$ cat src/rtl/l2_arbiter.sv
// l2_arbiter: serialises I-cache and D-cache line transactions onto one shared L2 port.
// Define L2_ARB_ROUND_ROBIN_EN for round-robin tie-breaking; otherwise the D-cache wins ties.
module l2_arbiter #(
  parameter int LINE_W = 256,
  parameter int ADDR_W = 32
) (
  input  logic              clk,
  input  logic              rst,
  input  logic [ADDR_W-1:0] i_address,
  input  logic              i_read,
  output logic [LINE_W-1:0] i_rdata,
  output logic              i_resp,
  input  logic [ADDR_W-1:0] d_address,
  input  logic              d_read,
  input  logic              d_write,
  input  logic [LINE_W-1:0] d_wdata,
  output logic [LINE_W-1:0] d_rdata,
  output logic              d_resp,
  output logic [ADDR_W-1:0] l2_address,
  output logic              l2_read,
  output logic              l2_write,
  output logic [LINE_W-1:0] l2_wdata,
  input  logic [LINE_W-1:0] l2_rdata,
  input  logic              l2_resp
);
  typedef enum logic [1:0] {IDLE, SERVE_I, SERVE_D, RELEASE} state_t;
  state_t            state_q, state_d;
  logic [ADDR_W-1:0] addr_q, addr_d;
  logic [LINE_W-1:0] wdata_q, wdata_d;
  logic              wr_q, wr_d;
  logic              i_req, d_req, grant_d, serving;
  assign i_req = i_read;
  assign d_req = d_read | d_write;
`ifdef L2_ARB_ROUND_ROBIN_EN
  logic last_i_q, last_i_d;
  assign grant_d  = d_req & (~i_req | last_i_q);
  assign last_i_d = (state_q == IDLE && (i_req || d_req)) ? ~grant_d : last_i_q;
  always_ff @(posedge clk or posedge rst)
    if (rst) last_i_q <= 1'b1;
    else     last_i_q <= last_i_d;
`else
  assign grant_d = d_req;
`endif
  always_ff @(posedge clk or posedge rst) begin
    if (rst) begin
      state_q <= IDLE;
      addr_q  <= '0;
      wdata_q <= '0;
      wr_q    <= 1'b0;
    end else begin
      state_q <= state_d;
      addr_q  <= addr_d;
      wdata_q <= wdata_d;
      wr_q    <= wr_d;
    end
  end
  always_comb begin
    state_d = state_q;
    addr_d  = addr_q;
    wdata_d = wdata_q;
    wr_d    = wr_q;
    case (state_q)
      IDLE:
        if (grant_d) begin
          state_d = SERVE_D;
          addr_d  = d_address;
          wdata_d = d_wdata;
          wr_d    = d_write;
        end else if (i_req) begin
          state_d = SERVE_I;
          addr_d  = i_address;
          wr_d    = 1'b0;
        end
      SERVE_I, SERVE_D: state_d = l2_resp ? RELEASE : state_q;
      default:          state_d = IDLE;
    endcase
  end
  assign serving    = (state_q == SERVE_I) || (state_q == SERVE_D);
  assign l2_read    = serving & ~wr_q;
  assign l2_write   = serving & wr_q;
  assign l2_address = addr_q;
  assign l2_wdata   = wdata_q;
  assign i_resp     = (state_q == SERVE_I) & l2_resp;
  assign d_resp     = (state_q == SERVE_D) & l2_resp;
  assign i_rdata    = l2_rdata;
  assign d_rdata    = l2_rdata;
endmodule

$ cat config.mk
export PLATFORM = sky130hd
export DESIGN_NAME = l2_arbiter
export DESIGN_NICKNAME = d
export VERILOG_FILES = /design/src/rtl/l2_arbiter.sv
export SDC_FILE = /design/constraint.sdc
export NUM_CORES = 1
export LEC_CHECK = 0
export BUFFER_PORTS_ARGS = -buffer_cell sky130_fd_sc_hd__buf_2
export CAP_MARGIN = 20
export CORE_AREA = 2 2 544 546
export CTS_CLUSTER_SIZE = 10
export DETAILED_ROUTE_END_ITERATION = 7
export DIE_AREA = 0 0 546 548
export PLACE_DENSITY = 0.3
export SYNTH_ARGS = -nofsm -noshare
export SYNTH_HDL_FRONTEND = slang
export SYNTH_SLANG_ARGS = --single-unit
$ cat constraint.sdc
create_clock -name clk -period 15.5 [get_ports clk]
set_input_delay 2.325 -clock clk [delete_from_list [all_inputs] [get_ports clk]]
set_output_delay 2.325 -clock clk [all_outputs]
set_load 0.1 [all_outputs]
==> summary.json <==
{
  "floorplanning": {
    "dieHeight_um": 548,
    "design.portCount": 1386,
    "placement_rows": 199,
    "design.die.area_mm2": 0.299,
    "dieWidth_um": 546,
    "floorplan.initialDensity": 0.0516,
    "fp.coreArea_mm2": 0.293
  },
  "hold_path": {
    "min-delay-path-class": "reg2reg",
    "min_delay_path_depth": 2
  },
  "global_route": {
    "gr-usage-met3": 0.0692,
    "grt_pass1_vias": 10400,
    "initial_antenna_violation_count": 74,
    "globalRouteTotalUtil": 0.0757,
    "pin_count_of_the_biggest_net_entering_global_routing": 108,
    "met2_usage": 0.108,
    "busiest_layer": "met2",
    "global_route_wire_length_before_repair_um": 140000,
    "grtUsageMet1": 0.0691,
    "grt_remaining_overflow": 0
  },
  "sta": {
    "worst_slew_pin_slew_ps": 968,
    "final_min_period_over_clock_period": 0.362,
    "report.final.hold_viol_count": 0,
    "layout_min_cycle_time_ps": 5620,
    "finalHoldWorstSlack_ps": 475,
    "setup_tns_final_ps": 0,
    "timing.max_slew.rel_slack": 0.352,
    "timing.final.setup_violations": 0,
    "final-max-slew-violation-count": 0,
    "rsz0062_at_grt": "no",
    "timing.clock.skew_ps": 39.8,
    "peak_freq_mhz": 178
  },
  "cells_and_area": {
    "post-route-cell-area_mm2": 0.0208,
    "finish.net_count": 1934,
    "syn_to_final_growth_pct": 37.5,
    "utilization": 0.0710,
    "drive_above_1_share": 0.700,
    "nFillCells": 34300
  },
  "worst_setup_path": {
    "worst_r2r_setup_slack_ps": 11570,
    "ff2ff_path_depth": 7,
    "worst_setup_path_start_kind": "input port",
    "end_kind": "primary output",
    "data_required_time_of_the_critical_path_ps": 13180,
    "cp_data_arrival_time_ps": 3290,
    "setup.worst_path.class": "in2out",
    "path_max_fanout": 3
  },
  "clock_network": {
    "cts-hold-fix-buffers": 0,
    "tritoncts.num_buffers": 48,
    "htree_num_levels": 2,
    "cts_tree": "built",
    "cts.root.buffer_cell": "sky130_fd_sc_hd__clkbuf_16",
    "clk-insertion-delay-late_ps": 710,
    "cts_max_path_buffers": 3,
    "post_cts.repair.setup_buffers": 0,
    "clkTransAtPathRegs_ps": 50,
    "post_cts_resize_count": 0,
    "tritoncts_num_sinks": 291
  },
  "yosys": {
    "synth_area_leaders": "sky130_fd_sc_hd__dfrtp_1 48%, sky130_fd_sc_hd__buf_4 26%, sky130_fd_sc_hd__mux2_2 19%",
    "yosys.area.top_type_share": 0.481,
    "yosys_register_bits": 291,
    "synth_area_mm2": 0.0151,
    "synth_top_cell_by_area": "sky130_fd_sc_hd__dfrtp_1",
    "synthMostInstantiatedCell": "sky130_fd_sc_hd__buf_4",
    "yosys_warnings": 0,
    "synth_async_sr_flop_share": 1.00,
    "cell_count_after_synthesis": 1219,
    "synth_nets": 1805,
    "synth_seq_area_share": 0.481,
    "synthTopCellsByCount": "518 x sky130_fd_sc_hd__buf_4, 291 x sky130_fd_sc_hd__dfrtp_1, 255 x sky130_fd_sc_hd__mux2_2",
    "synth_top_flop_cell": "sky130_fd_sc_hd__dfrtp_1",
    "postSynthAreaPerCell_um2": 12.4,
    "synth-edff-count": 0,
    "synth.lib_cells_used.distinct": 23
  },
  "route": {
    "detail_route.first_pass.iterations": 4,
    "remaining_drc_errors": 0,
    "route.vias.total": 9606,
    "avgViaCountPerCell": 1.80,
    "drt_iter0_markers": 332,
    "drt-total-wl_um": 117000,
    "wire_length_per_cell_um": 21.9,
    "route.antenna.remaining_nets": 0
  },
  "place": {
    "numPortBuffers": 617,
    "total_placed_instance_area_mm2": 0.0191,
    "dp_hpwl_um": 100000,
    "routabilityCongestion": 0.768
  },
  "status": {
    "outcome": "finished clean"
  },
  "run": {
    "max-cap-violations": 0
  }
}
==> final timing paths <==
path | startpoint | endpoint
setup / recovery | l2_resp | i_resp
hold reg to reg | l2_address[4]$_DFFE_PP0P_ | l2_address[4]$_DFFE_PP0P_
max in group asynchronous | rst | l2_wdata[236]$_DFFE_PP0P_
setup reg to reg | state_q[0]$_DFFE_PP0P_ | l2_wdata[71]$_DFFE_PP0P_
hold / removal | l2_address[4]$_DFFE_PP0P_ | l2_address[4]$_DFFE_PP0P_
min in group asynchronous | rst | l2_address[10]$_DFFE_PP0P_
==> routing by layer <==
layer	vias up	part of all wire	wire, µm
li1	3790	-	-
met1	4375	0.31	36500
met2	1021	0.40	47000
met3	414	0.21	24200
met4	6	0.076	8820
met5	-	0.0024	280
==> placed cells by master, fill, tap and decap left out, types with 2 or more instances in the layout <==
cell type,synthesis,routed
sky130_fd_sc_hd__a21oi_1,2,2
sky130_fd_sc_hd__and2_1,3,3
sky130_fd_sc_hd__buf_2,7,617
sky130_fd_sc_hd__buf_4,518,11
sky130_fd_sc_hd__bufinv_16,0,4
sky130_fd_sc_hd__clkbuf_1,1,7
sky130_fd_sc_hd__clkbuf_16,0,48
sky130_fd_sc_hd__clkbuf_8,0,12
sky130_fd_sc_hd__clkinv_2,0,6
sky130_fd_sc_hd__clkinv_4,0,4
sky130_fd_sc_hd__clkinvlp_4,0,6
sky130_fd_sc_hd__dfrtp_1,291,291
sky130_fd_sc_hd__diode_2,0,18
sky130_fd_sc_hd__ha_1,4,4
sky130_fd_sc_hd__inv_1,4,3
sky130_fd_sc_hd__mux2_1,2,2
sky130_fd_sc_hd__mux2_2,255,255
sky130_fd_sc_hd__mux2i_1,32,32
sky130_fd_sc_hd__nand2_1,35,35
sky130_fd_sc_hd__nor2_1,2,2
sky130_fd_sc_hd__o21ai_0,32,32
==> area by class of cell <==
cell class,count,area (µm²),area share
sequential,291,7280,0.350
tap,3919,4900,0.236
multi-input combinational,374,3670,0.176
timing repair buffer,629,3190,0.153
clock buffer,67,1390,0.0669
clock inverter,23,297,0.0143
antenna,18,45.0,0.00217
inverter,4,22.5,0.00108
==> sequential cells by signal, summed over array words and instances (netlist names) <==
name,count
wr_q,1
state_q,2
l2_address,32
l2_wdata,256
==> worst max-delay path, stage by stage <==
cell	delay, ps
sky130_fd_sc_hd__buf_2	180
sky130_fd_sc_hd__and2_1	220
sky130_fd_sc_hd__buf_2	520
==> per-stage QoR <==
stage          instances  setup slack [ps]
6_report            5325              9880
5_1_grt             5314              9820
4_1_cts             5307              9780
3_5_place_dp        5217              9390
3_3_place_gp        5217              9440
2_1_floorplan       1219              5140
==> kinds of logic (layout without fill, tap and decap cells) <==
family                     after synthesis  count (layout)  share of synthesized area
adders and majority gates                4               4                    0.00331
and+or+nand+nor                         44              44                     0.0122
muxes                                  289             289                      0.212
DFF                                    291             291                      0.481
buffers and inverters                  554             723                      0.278
other                                    0              18                          0
AOI/OAI and AO/OA                       37              37                     0.0127
Power is left out: the tool's default activity adds up to more than one toggle a clock period on the data nets, which glitch-free logic cannot reach.
